## src/rtl/if_fetch_stage_if.sv

```systemverilog
// Fetch-stage bus bundle: SRAM-like instruction port plus the fetch-to-decode handshake.
// The master modport is the fetch stage; the slave modport is the SRAM/decode side.
interface if_fetch_stage_if;
  logic        inst_sram_req;
  logic        inst_sram_wr;
  logic [1:0]  inst_sram_size;
  logic [3:0]  inst_sram_wstrb;
  logic [31:0] inst_sram_wdata;
  logic [31:0] inst_sram_addr;
  logic        inst_sram_addr_ok;
  logic        inst_sram_data_ok;
  logic [31:0] inst_sram_rdata;
  logic        ds_allowin;
  logic        fs_to_ds_valid;
  logic [31:0] fs_pc;
  logic [31:0] fs_inst;
  logic        fs_ex_adef;

  modport master (
    output inst_sram_req, inst_sram_wr, inst_sram_size, inst_sram_wstrb,
    output inst_sram_wdata, inst_sram_addr,
    input  inst_sram_addr_ok, inst_sram_data_ok, inst_sram_rdata,
    input  ds_allowin,
    output fs_to_ds_valid, fs_pc, fs_inst, fs_ex_adef
  );

  modport slave (
    input  inst_sram_req, inst_sram_wr, inst_sram_size, inst_sram_wstrb,
    input  inst_sram_wdata, inst_sram_addr,
    output inst_sram_addr_ok, inst_sram_data_ok, inst_sram_rdata,
    output ds_allowin,
    input  fs_to_ds_valid, fs_pc, fs_inst, fs_ex_adef
  );
endinterface

```

## src/rtl/if_fetch_stage.sv

```systemverilog
// Instruction-fetch stage: one outstanding SRAM read, hold buffer for decode stalls, redirects.
// Optional macro IF_ADEF_EN: raise fs_ex_adef instead of fetching from a misaligned PC.
module if_fetch_stage #(
  parameter logic [31:0] RESET_PC = 32'h1c000000
) (
  input  logic                  clk,
  input  logic                  rst,
  input  logic                  br_taken,
  input  logic [31:0]           br_target,
  input  logic                  flush,
  input  logic [31:0]           flush_target,
  if_fetch_stage_if.master      bus
);
  localparam logic [1:0] S_REQ  = 2'd0;
  localparam logic [1:0] S_WAIT = 2'd1;
  localparam logic [1:0] S_HOLD = 2'd2;

  logic [1:0]  state_q, state_d;
  logic [31:0] pc_req_q, pc_req_d;
  logic [31:0] fs_pc_q, fs_pc_d;
  logic [31:0] inst_buf_q, inst_buf_d;
  logic        drop_q, drop_d;
  logic        adef_q, adef_d;

  logic        redirect;
  logic [31:0] target;
  logic        req;
  logic        accepted;
  logic        adef_fault;

  assign redirect = flush | br_taken;
  assign target   = flush ? flush_target : br_target;

`ifdef IF_ADEF_EN
  logic misaligned;
  assign misaligned = (state_q == S_REQ) && (pc_req_q[1:0] != 2'b00);
  assign adef_fault = misaligned & ~redirect & ~rst;
  assign req        = (state_q == S_REQ) & ~rst & ~misaligned;
`else
  assign adef_fault = 1'b0;
  assign req        = (state_q == S_REQ) & ~rst;
`endif

  // A late data_ok seen in S_REQ is never mistaken for an accepted request.
  assign accepted = req & bus.inst_sram_addr_ok;

  assign bus.inst_sram_req   = req;
  assign bus.inst_sram_wr    = 1'b0;
  assign bus.inst_sram_size  = 2'b10;
  assign bus.inst_sram_wstrb = 4'h0;
  assign bus.inst_sram_wdata = 32'h0;
  assign bus.inst_sram_addr  = rst ? RESET_PC : pc_req_q;

  assign bus.fs_pc      = fs_pc_q;
  assign bus.fs_inst    = (state_q == S_WAIT && bus.inst_sram_data_ok) ? bus.inst_sram_rdata
                                                                      : inst_buf_q;
  assign bus.fs_ex_adef = adef_q;
  assign bus.fs_to_ds_valid = ~rst & ~redirect &
      ((state_q == S_HOLD) |
       ((state_q == S_WAIT) & bus.inst_sram_data_ok & ~drop_q));

  always_comb begin
    // NOTE: every next-state variable gets its hold value first so no path infers a latch.
    state_d    = state_q;
    pc_req_d   = pc_req_q;
    fs_pc_d    = fs_pc_q;
    inst_buf_d = inst_buf_q;
    drop_d     = drop_q;
    adef_d     = adef_q;
    case (state_q)
      S_REQ: begin
        if (adef_fault) begin
          state_d    = S_HOLD;
          fs_pc_d    = pc_req_q;
          inst_buf_d = 32'h0;
          adef_d     = 1'b1;
        end else if (accepted) begin
          state_d = S_WAIT;
          if (redirect) begin
            drop_d   = 1'b1;
            pc_req_d = target;
          end else begin
            fs_pc_d = pc_req_q;
          end
        end else if (redirect) begin
          pc_req_d = target;
        end
      end
      S_WAIT: begin
        if (bus.inst_sram_data_ok) begin
          if (drop_q | redirect) begin
            state_d = S_REQ;
            drop_d  = 1'b0;
            if (redirect) pc_req_d = target;
          end else if (bus.ds_allowin) begin
            state_d  = S_REQ;
            pc_req_d = fs_pc_q + 32'd4;
          end else begin
            state_d    = S_HOLD;
            inst_buf_d = bus.inst_sram_rdata;
          end
        end else if (redirect) begin
          drop_d   = 1'b1;
          pc_req_d = target;
        end
      end
      S_HOLD: begin
        if (redirect) begin
          state_d    = S_REQ;
          pc_req_d   = target;
          inst_buf_d = 32'h0;
          adef_d     = 1'b0;
        end else if (bus.ds_allowin) begin
          state_d  = S_REQ;
          pc_req_d = fs_pc_q + 32'd4;
          adef_d   = 1'b0;
        end
      end
      default: state_d = S_REQ;
    endcase
  end

  // NOTE: sequential state uses non-blocking assignments so every register samples pre-edge values.
  always_ff @(posedge clk) begin
    if (rst) begin
      state_q    <= S_REQ;
      pc_req_q   <= RESET_PC;
      fs_pc_q    <= 32'h0;
      inst_buf_q <= 32'h0;
      drop_q     <= 1'b0;
      adef_q     <= 1'b0;
    end else begin
      state_q    <= state_d;
      pc_req_q   <= pc_req_d;
      fs_pc_q    <= fs_pc_d;
      inst_buf_q <= inst_buf_d;
      drop_q     <= drop_d;
      adef_q     <= adef_d;
    end
  end
endmodule

```

## src/flat_wrapper.sv

```systemverilog
// flat-port wrapper written by rule: the top's interface ports become plain ports
module if_fetch_stage_flat 
#(
  parameter logic [31:0] RESET_PC = 32'h1c000000
)
  (clk, rst, br_taken, br_target, flush, flush_target, bus_inst_sram_req, bus_inst_sram_wr, bus_inst_sram_size, bus_inst_sram_wstrb, bus_inst_sram_wdata, bus_inst_sram_addr, bus_inst_sram_addr_ok, bus_inst_sram_data_ok, bus_inst_sram_rdata, bus_ds_allowin, bus_fs_to_ds_valid, bus_fs_pc, bus_fs_inst, bus_fs_ex_adef);
  if_fetch_stage_if bus_i ();
  input  logic clk;
  input  logic rst;
  input  logic br_taken;
  input  logic [31:0] br_target;
  input  logic flush;
  input  logic [31:0] flush_target;
  output wire logic [$bits(bus_i.inst_sram_req)-1:0] bus_inst_sram_req;
  output wire logic [$bits(bus_i.inst_sram_wr)-1:0] bus_inst_sram_wr;
  output wire logic [$bits(bus_i.inst_sram_size)-1:0] bus_inst_sram_size;
  output wire logic [$bits(bus_i.inst_sram_wstrb)-1:0] bus_inst_sram_wstrb;
  output wire logic [$bits(bus_i.inst_sram_wdata)-1:0] bus_inst_sram_wdata;
  output wire logic [$bits(bus_i.inst_sram_addr)-1:0] bus_inst_sram_addr;
  input wire logic [$bits(bus_i.inst_sram_addr_ok)-1:0] bus_inst_sram_addr_ok;
  input wire logic [$bits(bus_i.inst_sram_data_ok)-1:0] bus_inst_sram_data_ok;
  input wire logic [$bits(bus_i.inst_sram_rdata)-1:0] bus_inst_sram_rdata;
  input wire logic [$bits(bus_i.ds_allowin)-1:0] bus_ds_allowin;
  output wire logic [$bits(bus_i.fs_to_ds_valid)-1:0] bus_fs_to_ds_valid;
  output wire logic [$bits(bus_i.fs_pc)-1:0] bus_fs_pc;
  output wire logic [$bits(bus_i.fs_inst)-1:0] bus_fs_inst;
  output wire logic [$bits(bus_i.fs_ex_adef)-1:0] bus_fs_ex_adef;
  assign bus_inst_sram_req = bus_i.inst_sram_req;
  assign bus_inst_sram_wr = bus_i.inst_sram_wr;
  assign bus_inst_sram_size = bus_i.inst_sram_size;
  assign bus_inst_sram_wstrb = bus_i.inst_sram_wstrb;
  assign bus_inst_sram_wdata = bus_i.inst_sram_wdata;
  assign bus_inst_sram_addr = bus_i.inst_sram_addr;
  assign bus_i.inst_sram_addr_ok = bus_inst_sram_addr_ok;
  assign bus_i.inst_sram_data_ok = bus_inst_sram_data_ok;
  assign bus_i.inst_sram_rdata = bus_inst_sram_rdata;
  assign bus_i.ds_allowin = bus_ds_allowin;
  assign bus_fs_to_ds_valid = bus_i.fs_to_ds_valid;
  assign bus_fs_pc = bus_i.fs_pc;
  assign bus_fs_inst = bus_i.fs_inst;
  assign bus_fs_ex_adef = bus_i.fs_ex_adef;
  if_fetch_stage #(.RESET_PC(RESET_PC)) u_core (.clk(clk), .rst(rst), .br_taken(br_taken), .br_target(br_target), .flush(flush), .flush_target(flush_target), .bus(bus_i));
endmodule
```

## config.mk

```make
export PLATFORM = sky130hd
export DESIGN_NAME = if_fetch_stage_flat
export DESIGN_NICKNAME = d
export VERILOG_FILES = /design/src/rtl/if_fetch_stage_if.sv /design/src/rtl/if_fetch_stage.sv /design/src/flat_wrapper.sv
export SDC_FILE = /design/constraint.sdc
export NUM_CORES = 1
export LEC_CHECK = 0
export ABC_CLOCK_PERIOD_IN_PS = 2300
export BUFFER_PORTS_ARGS = -buffer_cell sky130_fd_sc_hd__buf_2
export CAP_MARGIN = 10
export CORE_ASPECT_RATIO = 1.25
export CORE_MARGIN = 10
export CORE_UTILIZATION = 40
export DETAILED_ROUTE_END_ITERATION = 10
export PLACE_DENSITY = 0.66
export SLEW_MARGIN = 20
export SYNTH_ARGS = -nofsm -noshare
export SYNTH_HDL_FRONTEND = slang
export SYNTH_SLANG_ARGS = --single-unit
```

## constraint.sdc

```tcl
create_clock -name clk -period 2.3 [get_ports clk]
set_input_delay 0.69 -clock clk [delete_from_list [all_inputs] [get_ports clk]]
set_output_delay 0.69 -clock clk [all_outputs]
set_load 0.05 [all_outputs]
```

=== Yosys cells after proc, flatten, opt, wreduce, memory -nomap -nowiden ===
Cells that the tools add are included.

* Bitwise logic cells: 12
* Reduce and logical (&&, ||, !) cells: 11
* Muxes and demuxes: 28
* Equal/unequal tests: 9
* Add/sub/neg operators: 1

{| class="wikitable"
|+ Operators with widths
! kind !! count
|-
| $mux 32 || 12
|-
| $pmux 32 s3 || 1
|-
| $pmux 32 s2 || 1
|-
| $add 32x3->32 const B || 1
|-
| $mux 2 || 6
|-
| $reduce_and 3->1 || 3
|-
| $and 1x1->1 || 6
|-
| $mux 1 || 6
|-
| $ne 2x2->1 const B || 3
|-
| $pmux 2 s3 || 1
|-
| $reduce_bool 2->1 || 3
|-
| $reduce_and 5->1 || 1
|-
| $ne 2x1->1 const B || 2
|-
| $ne 3x2->1 const B || 1
|-
| $ne 3x3->1 const B || 1
|-
| $not 1->1 || 3
|-
| $or 1x1->1 || 3
|-
| $reduce_bool 3->1 || 1
|-
| $eq 2x1->1 const B || 1
|-
| $eq 2x2->1 const B || 1
|-
| $logic_not 2->1 || 1
|-
| $pmux 1 s2 || 1
|-
| $reduce_and 2->1 || 1
|-
| $logic_and 1x1->1 || 1
|}

* Output and inout port bits: 138
* Logic and storage cells: 67
* Flip-flop bits (word level): 100

=== Longest topological paths before layout ===
Gate-level depths: netlist of run 1.

* Depth in word-level cells: 5
* Depth in mapped cells: 9
* Gate-level depth less buffers: 8

=== Least setup slack after synthesis of run 1 ===
OpenSTA, ideal clock, no wires.

* Path type: input-to-output
* Start: input flush
* End: output bus_fs_to_ds_valid
* Slack: -0.830 ns
* Data required time: 1.610 ns
* Arrival time: 2.440 ns
* Cell stages on the path: 5
* Cells stage by stage: or2_0 > clkbuf_1 > buf_2 > buf_2 > nor3_1

* Cells in the longest elaborated chain, start to end: 4

{| class="wikitable"
|+ RTL lines
! what !! line !! source
|-
| from (decl) || flat_wrapper.sv:12 || <nowiki>input logic flush;</nowiki>
|-
| $or 1x1->1 || if_fetch_stage.sv:31 || <nowiki>assign redirect = flush | br_taken;</nowiki>
|-
| $not 1->1 || if_fetch_stage.sv:58 || <nowiki>assign bus.fs_to_ds_valid = ~rst & ~redirect &</nowiki>
|-
| $and 1x1->1 (2 in a row) || if_fetch_stage.sv:58 ||
|-
| to (decl) || flat_wrapper.sv:24 || <nowiki>output wire logic [$bits(bus_i.fs_to_ds_valid)-1:0] bus_fs_to_ds_valid;</nowiki>
|}

Every way passes these cells.

=== Final worst setup path of run 1 ===
* Start: register u_core.state_q[1]
* End: output bus_fs_inst[31]

* Cells in the longest elaborated chain, start to end: 3

{| class="wikitable"
|+ RTL lines
! what !! line !! source
|-
| from (decl) || if_fetch_stage.sv:18 || <nowiki>logic [1:0] state_q, state_d;</nowiki>
|-
| from (signal assigned) || if_fetch_stage.sv:133 || <nowiki>state_q <= state_d;</nowiki>
|-
| $eq 2x1->1 || if_fetch_stage.sv:55 || <nowiki>assign bus.fs_inst = (state_q == S_WAIT && bus.inst_sram_data_ok) ? bus.inst_sram_rdata</nowiki>
|-
| $logic_and 1x1->1 || if_fetch_stage.sv:55 ||
|-
| $mux 32 || if_fetch_stage.sv:55 ||
|-
| to (decl) || flat_wrapper.sv:26 || <nowiki>output wire logic [$bits(bus_i.fs_inst)-1:0] bus_fs_inst;</nowiki>
|}

Every way passes these cells.

==> flow_metrics.py, run 1 <==
metrics = {
    "logic_synthesis": {
        "ys_ff_latch": 99,
        "yosysTopAreaCellShare_pct": 29.4,
        "synth.area.top_cells": "dfxtp_1, nand2_1, a21oi_1",
        "synth_cell_type_count": 74,
        "avgSynthCellArea_um2": 7.49,
        "synth-edff-count": 0,
        "synth_area_leader_cell": "dfxtp_1",
        "netlist_instances": 899,
        "ys_seq_area_share_pct": 29.4,
        "synth_flop_cell": "dfxtp_1",
        "syn_area_mm2": 0.00674,
        "ys_warn_count": 0,
        "synthArstFlopShare_pct": 0,
    },
    "routing": {
        "dr_wl_met2_um": 13200,
        "postRouteAntennaNets": 0,
        "firstDrtPassIters": 7,
        "wl_met1_um": 9860,
        "wl_um": 26800,
        "route.met3.wl_um": 2820,
        "top_layer": "met4",
        "via_count": 7692,
        "drt_iter0_drc": 647,
        "via_per_inst": 5.65,
        "drc": 0,
        "routedWlPerCell_um": 19.7,
    },
    "timing": {
        "rsz0062_at_grt": "true",
        "drv_slew": 0,
        "finalCritPeriodShare_pct": 105,
        "setup_ws_ns": -0.126,
        "skew_ns": 0.0134,
        "tightest_slew_ns": 0.528,
        "fin_hold_ws_ns": 0.466,
        "min_period_ns": 2.43,
        "slew_headroom_pct": 64.3,
        "hold_viol": 0,
        "fmax_mhz": 412,
        "setup_viol": 32,
    },
    "finish": {
        "nets": 1244,
        "layout.cells.non_filler": 1361,
        "mostFrequentLayoutCell": "buf_2",
        "n_fill_cell": 1636,
        "drive_gt1_share_pct": 33.4,
        "area_growth_pct": 37.4,
        "final_cell_area_mm2": 0.00926,
        "seqCellArea_mm2": 0.00199,
        "final_cell_mix": "buf_2, nand2_1, nor2_1",
        "num_antenna_cells": 0,
        "multi_input_area_mm2": 0.00443,
    },
    "grt": {
        "grt_overflow": 0,
        "grt_max_degree": 34,
        "grt_usage_pct": 22.6,
        "first_global_vias": 7527,
        "antenna_found_initial": 0,
        "grt_first_pass_wirelength_um": 40300,
    },
    "critical_path": {
        "endpoint_kind": "output port",
        "worstSetupPathType": "flip-flop to output port",
        "cp-start-kind": "flip-flop",
        "crit_path_max_fanout": 8,
        "r2r_cells": 8,
        "crit_arrival_ns": 1.74,
        "cp.required_ns": 1.61,
    },
    "floorplanning": {
        "ios": 241,
        "die_area_mm2": 0.0225,
        "die_w_um": 136,
        "fp.dieH_um": 165,
        "initial_utilization_pct": 40.3,
        "rows": 53,
        "coreArea_mm2": 0.0167,
    },
    "placed_design": {
        "dp_hpwl_um": 19700,
        "dp.cells": 1339,
        "place_ws_ns": -0.177,
        "place_area_mm2": 0.00844,
        "portBuffers": 200,
        "place_congestion": 0.926,
    },
    "clock_network": {
        "clk_latency_ns": 0.36,
        "max-clock-path-buffers": 2,
        "cts_made_buffers": 9,
        "path_clk_slew_ns": 0.07,
        "cts.htree.levels": 3,
        "cts_tree": "built",
        "clkSinkCount": 99,
        "cts_root_buffer": "clkbuf_16",
    },
    "power": {
        "power_density_mw_per_mm2": 515,
        "leakagePower_nw": 4.06,
        "vdd_drop_max_uv": 324,
    },
    "job": {
        "maxCapViolCount": 0,
    },
    "outcome": {
        "violations": "negative setup slack",
        "status": "finished with violations",
    },
    "min_path": {
        "hold_depth": 2,
        "min_path_type": "flip-flop to flip-flop",
    },
}
[logic make-up (layout without fill, tap and decap cells)]
kind of cell               Yosys count  in the layout  share of synthesized area, %
xor gates and xnor gates            24             24                          3.12
DFF                                 99             99                          29.4
buffers and inverters              120            324                          9.18
other                                2             40                         0.111
adders and majority gates            5              5                         0.929
and+or+nand+nor                    345            345                          24.9
AOI/OAI and AO/OA                  264            264                          25.7
muxes                               40             40                          6.61
[metrics by stage]
step | total power [mW] | utilization (%) | setup TNS [ns]
CTS | 4.76 | 55.4 | -2.89
finish | 4.76 | 55.4 | -2.47
detailed placement | 3.18 | 50.5 | -6.33
global route | 4.93 | 55.4 | -3.92
global placement | 3.17 | 50.5 | -3.47
floorplan | 2.78 | - | -3.60
[synth_stat cells, types with 4 or more instances]
cell type	instances
a22oi_1	33
and3_1	11
a211oi_1	9
inv_1	11
clkbuf_1	51
dfxtp_1	99
o221ai_1	8
o2bb2ai_1	5
o211ai_1	6
or2_2	4
nor2_1	106
nand4_1	8
a21o_1	4
o31ai_1	4
ha_1	5
buf_1	8
nor3_1	11
o22ai_1	6
mux2i_1	4
a21oi_1	85
nand3_1	14
xor2_1	9
xnor2_1	15
a32oi_1	5
or3_1	9
a31oi_1	5
buf_2	8
mux2_2	36
nand2_1	117
nand2b_1	5
and4_1	5
buf_4	40
o21ai_0	46
a2bb2oi_1	13
nor2b_1	32
[where the power goes]
part / internal (mW) / switching [mW]
clock network: 0.767 / 0.724
logic: 0.520 / 0.879
registers: 1.78 / 0.0894
total: 3.07 / 1.69
[state kept, by name (all words and copies together), names as in the netlist]
| signal | cells |
|---|---|
| u_core.bus.fs_pc | 32 |
| u_core.drop_q | 1 |
| u_core.inst_buf_q | 32 |
| u_core.pc_req_q | 32 |
| u_core.state_q | 2 |
[final cells by class]
class,count,area share (%)
Clock buffer,11,2.62
Clock inverter,5,0.392
Inverter,12,0.487
Multi-Input combinational cell,718,47.9
Sequential cell,99,21.5
Tap cell,220,2.97
Timing Repair Buffer,296,24.1
[critical path, cell delays in order (launching register included)]
cell     delay [ns]
dfxtp_2        0.34
inv_2          0.05
ha_4           0.17
nand2_4        0.09
buf_12         0.12
buf_16         0.14
mux2_4         0.32
buf_8          0.16
[metal layers]
layer  track usage, %  up-vias
met5                0        -
li1                 -     3610
met3             6.33       63
met4             9.94        0
met1             24.7     3606
met2             40.0      413
[worst paths after layout]
| path | from | end | slack (ns) |
|---|---|---|---|
| setup / recovery | u_core.state_q[1] | bus_fs_inst[31] | -0.13 |
| hold / removal | u_core.pc_req_q[0] | u_core.bus.fs_pc[0] | 0.47 |
| setup reg to reg | u_core.bus.fs_pc[6] | u_core.pc_req_q[25] | 0.14 |
| hold reg to reg | u_core.pc_req_q[0] | u_core.bus.fs_pc[0] | 0.47 |
[repair_timing]
item | CTS | global route
hold endpoints to repair | 0 | 0
hold buffers | 0 | 0
cloned | 3 | 0
buffers inserted | 4 | 0
pin swaps | 2 | 1
setup endpoints to repair | 33 | 42
gates resized for setup | 126 | 7
No activity file was read; power rests on OpenSTA's default activity.
==> run 2, diff against run 1 <==
--- a/config.mk
+++ b/config.mk
@@ -10,9 +10,9 @@
 export CAP_MARGIN = 10
 export CORE_ASPECT_RATIO = 1.25
 export CORE_MARGIN = 10
-export CORE_UTILIZATION = 40
+export CORE_UTILIZATION = 46
 export DETAILED_ROUTE_END_ITERATION = 10
-export PLACE_DENSITY = 0.66
+export PLACE_DENSITY = 0.75
 export SLEW_MARGIN = 20
 export SYNTH_ARGS = -nofsm -noshare
 export SYNTH_HDL_FRONTEND = slang
==> run 2 against run 1 <==
The flow still finishes with violations (negative setup slack). Hold slack improved by 0.0050 ns. Maximum frequency barely moved. Final area grew 0.82%. First-iteration DRC count grew 32%. Sequential share of layout area down 0.18 points. Largest cell class unchanged.
==> flow_metrics.py, run 2 (synthesis gave the netlist of run 1 again) <==
metrics = {
    "outcome": {
        "status": "finished with violations",
        "violations": "negative setup slack",
    },
    "critical_path": {
        "cp-start-kind": "flip-flop",
        "crit_slowest_cell": "mux2_4",
        "regToRegSetupSlack_ns": 0.11,
        "endpoint_kind": "output port",
        "r2r_cells": 13,
        "cp_slowest_stage_delay_ns": 0.33,
        "r2r_end": "u_core.pc_req_q[23]",
        "crit_arrival_ns": 1.73,
        "reg2reg_from": "u_core.state_q[1]",
        "worstSetupPathType": "flip-flop to output port",
        "cp_cell_sequence": "inv_2 -> ha_4 -> nand2_8 -> buf_12 -> buf_16 -> mux2_4 -> buf_8",
        "cp.required_ns": 1.61,
        "crit_path_max_fanout": 8,
    },
    "power": {
        "power.total_mw": 5.00,
        "vdd_drop_max_uv": 485,
        "power_density_mw_per_mm2": 535,
        "leakagePower_nw": 4.14,
    },
    "floorplanning": {
        "fp.dieH_um": 155,
        "die_area_mm2": 0.0199,
        "initial_utilization_pct": 46.8,
        "rows": 49,
        "ios": 241,
        "die_w_um": 128,
        "coreArea_mm2": 0.0144,
    },
    "timing": {
        "fmax_mhz": 412,
        "setup_ws_ns": -0.125,
        "setup_viol": 25,
        "skew_ns": 0.00643,
        "rsz0062_at_grt": "true",
        "slew_headroom_pct": 47.7,
        "finalCritPeriodShare_pct": 105,
        "drv_slew": 0,
        "hold_viol": 0,
        "fin_setup_tns_ns": -1.82,
        "tightest_slew_ns": 0.784,
        "min_period_ns": 2.42,
    },
    "grt": {
        "first_global_vias": 7653,
        "grt_usage_pct": 25.1,
        "grt_overflow": 0,
        "antenna_found_initial": 1,
        "grt_first_pass_wirelength_um": 41100,
        "grt_max_degree": 35,
    },
    "clock_network": {
        "cts_made_buffers": 9,
        "cts_root_buffer": "clkbuf_16",
        "clk_latency_ns": 0.35,
        "cts_tree": "built",
        "max-clock-path-buffers": 2,
        "cts.htree.levels": 3,
        "clkSinkCount": 99,
        "path_clk_slew_ns": 0.07,
    },
    "min_path": {
        "min_path_type": "flip-flop to flip-flop",
        "hold_depth": 2,
        "min_to": "u_core.bus.fs_pc[0]",
        "hold_start": "u_core.pc_req_q[0]",
    },
    "finish": {
        "num_antenna_cells": 0,
        "mostFrequentLayoutCell": "buf_2",
        "nets": 1254,
        "final_cell_mix": "buf_2, nand2_1, nor2_1",
        "area_growth_pct": 38.5,
        "final_cell_area_mm2": 0.00933,
        "drive_gt1_share_pct": 34.1,
    },
    "placed_design": {
        "dp_hpwl_um": 19100,
        "place_ws_ns": -0.162,
        "place_congestion": 0.976,
        "portBuffers": 200,
        "place_area_mm2": 0.00841,
    },
    "routing": {
        "wl_um": 27200,
        "via_count": 7865,
        "firstDrtPassIters": 6,
        "via_per_inst": 5.92,
        "postRouteAntennaNets": 0,
        "drc": 0,
        "drt_iter0_drc": 856,
        "routedWlPerCell_um": 20.5,
    },
    "job": {
        "maxCapViolCount": 0,
    },
}
==> run 2: cell count changes in the layout (fill, tap and decap cells not counted), sizes merged <==
cell / previous run / this run
clkinv: 2 / 4
buf: 296 / 306
clkinvlp: 3 / 0
clkbuf: 11 / 10
bufinv: 0 / 2
==> run 2: how the worst max path moves through the flow <==
stage	start	end	slack, ns	cells after the start
2_1_floorplan	rst	bus_inst_sram_addr[0]	-0.17	3
3_3_place_gp	bus_inst_sram_data_ok	u_core.pc_req_q[12]	-0.08	8
3_5_place_dp	bus_inst_sram_data_ok	u_core.pc_req_q[6]	-0.16	8
4_1_cts	u_core.state_q[1]	bus_fs_inst[25]	-0.10	7
5_1_grt	u_core.state_q[1]	bus_fs_inst[11]	-0.18	7
6_report	u_core.state_q[1]	bus_fs_inst[11]	-0.12	7
==> run 2: final cells by class <==
class	instances	area, um2
multi-input combinational	718	4460
clock buffer	10	229
inverter	12	45.0
clock inverter	6	87.6
fill	1244	5080
sequential	99	1990
timing repair buffer	306	2300
tap	178	223
==> run 2: layer usage <==
| metal | global-route usage, % | wire length [um] | vias to the layer above |
|---|---|---|---|
| met2 | 42.2 | 13300 | 486 |
| met5 | 0 | 11 | - |
| li1 | - | - | 3632 |
| met4 | 11.2 | 936 | 2 |
| met3 | 7.75 | 2930 | 85 |
| met1 | 28.4 | 9970 | 3660 |
==> run 2: worst max-delay path: cells and delay by family, from the launching register on <==
kind / cells / cell delay, ns
buffers and inverters: 4 / 0.51
AND/OR/NAND/NOR: 1 / 0.07
flip-flops: 1 / 0.32
adder cells (fa/ha/maj): 1 / 0.16
multiplexers: 1 / 0.33
==> run 2: stage by stage <==
step	hold slack (ns)	utilization, %	instances
after detailed placement	0.453	58.4	1303
after floorplan	0.433	-	937
final	0.471	64.8	1329
after global routing	0.487	64.8	1329
after CTS	0.471	64.1	1327
after global placement	0.457	58.4	1303
==> run 2: report_power, final <==
group          leakage, nW  internal [mW]  total (mW)  switching [mW]
Clock                0.157          0.959        1.69           0.730
Sequential           0.808           1.78        1.87          0.0915
Combinational         3.18          0.537        1.43           0.897
==> run 2: repair_timing <==
action,4_1_cts,5_1_grt
gates cloned,3,0
resized for setup,115,23
endpoints found under the setup margin,33,53
hold buffers,0,0
setup buffers,5,3
pin swaps,3,2
==> run 3, diff against run 2 <==
--- a/config.mk
+++ b/config.mk
@@ -5,14 +5,14 @@
 export SDC_FILE = /design/constraint.sdc
 export NUM_CORES = 1
 export LEC_CHECK = 0
-export ABC_CLOCK_PERIOD_IN_PS = 2300
+export ABC_CLOCK_PERIOD_IN_PS = 3140
 export BUFFER_PORTS_ARGS = -buffer_cell sky130_fd_sc_hd__buf_2
 export CAP_MARGIN = 10
 export CORE_ASPECT_RATIO = 1.25
 export CORE_MARGIN = 10
-export CORE_UTILIZATION = 46
+export CORE_UTILIZATION = 50
 export DETAILED_ROUTE_END_ITERATION = 10
-export PLACE_DENSITY = 0.75
+export PLACE_DENSITY = 0.77
 export SLEW_MARGIN = 20
 export SYNTH_ARGS = -nofsm -noshare
 export SYNTH_HDL_FRONTEND = slang
==> constraint.sdc (replaced) <==
create_clock -name clk -period 3.14 [get_ports clk]
set_input_delay 0.942 -clock clk [delete_from_list [all_inputs] [get_ports clk]]
set_output_delay 0.942 -clock clk [all_outputs]
set_load 0.05 [all_outputs]
==> run 3 against run 2 <==
The run now ends clean. Count of clock-buffer cells in the layout up 1. Clock skew about the same. First-iteration DRC count fell by 7.7%. Largest power group unchanged.
==> flow_metrics.py, run 3 (synthesis gave the netlist of run 1 again) <==
metrics = {
    "critical_path": {
        "regToRegSetupSlack_ns": 0.66,
        "endpoint_kind": "output port",
        "crit_path_max_fanout": 32,
        "cp.required_ns": 2.20,
        "crit_slowest_cell": "dfxtp_1",
        "r2r_cells": 7,
        "reg2reg_from": "u_core.state_q[0]",
        "cp-start-kind": "flip-flop",
        "cp-startpoint": "u_core.state_q[1]",
        "worstSetupPathType": "flip-flop to output port",
        "r2r_end": "u_core.pc_req_q[1]",
        "crit_arrival_ns": 2.04,
        "cp_slowest_stage_delay_ns": 0.38,
        "cp_cell_sequence": "inv_1 -> ha_1 -> nand2_1 -> buf_12 -> mux2_2 -> buf_2",
    },
    "timing": {
        "fin_setup_tns_ns": 0,
        "min_period_ns": 2.98,
        "slew_headroom_pct": 31.3,
        "setup_viol": 0,
        "hold_viol": 0,
        "skew_ns": 0.00624,
        "tightest_slew_ns": 1.03,
        "drv_slew": 0,
        "finalCritPeriodShare_pct": 95.1,
        "fmax_mhz": 335,
        "rsz0062_at_grt": "false",
    },
    "finish": {
        "mostFrequentLayoutCell": "buf_2",
        "num_antenna_cells": 0,
        "multi_input_area_mm2": 0.00431,
        "seqCellArea_mm2": 0.00198,
        "nets": 1186,
        "area_growth_pct": 21.2,
        "final_cell_mix": "buf_2, nand2_1, nor2_1",
        "drive_gt1_share_pct": 28.6,
        "n_fill_cell": 1227,
    },
    "power": {
        "vdd_drop_max_uv": 235,
        "power_density_mw_per_mm2": 413,
        "power.total_mw": 3.38,
        "leakagePower_nw": 3.59,
    },
    "placed_design": {
        "dp_hpwl_um": 17900,
        "place_congestion": 0.916,
        "portBuffers": 200,
    },
    "routing": {
        "wl_um": 23800,
        "wl_met1_um": 9010,
        "postRouteAntennaNets": 0,
        "via_per_inst": 5.85,
        "dr_wl_met2_um": 11200,
        "routedWlPerCell_um": 19.0,
        "drc": 0,
        "drt_iter0_drc": 790,
        "top_layer": "met5",
        "firstDrtPassIters": 6,
        "via_count": 7336,
        "route.met3.wl_um": 2770,
    },
    "min_path": {
        "hold_depth": 2,
        "min_path_type": "flip-flop to flip-flop",
        "hold_start": "u_core.pc_req_q[2]",
        "min_to": "u_core.bus.fs_pc[2]",
    },
    "outcome": {
        "status": "finished, final reports clean",
    },
    "floorplanning": {
        "fp.dieH_um": 150,
        "die_area_mm2": 0.0185,
        "rows": 47,
        "initial_utilization_pct": 50.9,
        "ios": 241,
        "coreArea_mm2": 0.0132,
        "die_w_um": 124,
    },
    "clock_network": {
        "cts_made_buffers": 9,
        "cts_tree": "built",
        "cts.htree.levels": 3,
        "path_clk_slew_ns": 0.07,
        "max-clock-path-buffers": 2,
        "cts_resized": 0,
        "clk_latency_ns": 0.35,
        "cts_hold_buf": 0,
        "post_cts_buffers": 0,
        "clkSinkCount": 99,
        "cts_root_buffer": "clkbuf_16",
    },
    "grt": {
        "first_global_vias": 7015,
        "grt_first_pass_wirelength_um": 36600,
        "grt_usage_pct": 24.4,
        "grt_max_degree": 38,
        "antenna_found_initial": 2,
        "grt_overflow": 0,
    },
    "job": {
        "maxCapViolCount": 0,
    },
}
run 3: layout make-up:
| type | count | share of cell area, % |
|---|---|---|
| tap | 171 | 2.62 |
| timing repair buffer | 238 | 16.2 |
| sequential | 99 | 24.3 |
| multi-input combinational | 718 | 52.7 |
| inverter | 12 | 0.552 |
| clock inverter | 4 | 0.628 |
| clock buffer | 11 | 2.97 |
run 3: worst max-delay path, delay by kind of cell (launching register included):
family / cells / cell delay (ns)
buffers and inverters: 3 / 0.51
DFF: 1 / 0.38
muxes: 1 / 0.36
adders and majority gates: 1 / 0.26
and+or+nand+nor: 1 / 0.17
run 3: stage by stage:
stage          hold WS (ns)  std cells  util, %  instance area, um2  setup slack, ns
2_1_floorplan         0.441        937        -                6890            0.137
3_3_place_gp          0.456       1238     59.5                7870            0.229
3_5_place_dp          0.465       1238     59.5                7870            0.178
4_1_cts               0.476       1253     61.7                8170            0.154
5_1_grt               0.502       1253     61.7                8170           0.0526
6_report              0.482       1253     61.7                8170            0.155
run 3: worst max path at each step:
stage / depth (start not counted) / slack [ns] / end
2_1_floorplan: 5 / 0.14 / bus_fs_to_ds_valid
3_5_place_dp: 5 / 0.18 / bus_fs_inst[10]
6_report: 6 / 0.16 / bus_fs_inst[10]
5_1_grt: 6 / 0.05 / bus_fs_inst[10]
4_1_cts: 6 / 0.15 / bus_fs_inst[10]
3_3_place_gp: 5 / 0.23 / bus_fs_inst[27]
run 3: metal layers:
metal  vias up  GRT usage, %
met3        62          6.60
met1      3315          29.1
met4         4          10.8
li1       3506             -
met2       449          39.9
met5         -             0
run 3: power by group:
group,switching [mW],leakage [nW],internal [mW]
logic,0.604,2.64,0.273
registers,0.0635,0.806,1.31
clock network,0.493,0.142,0.636
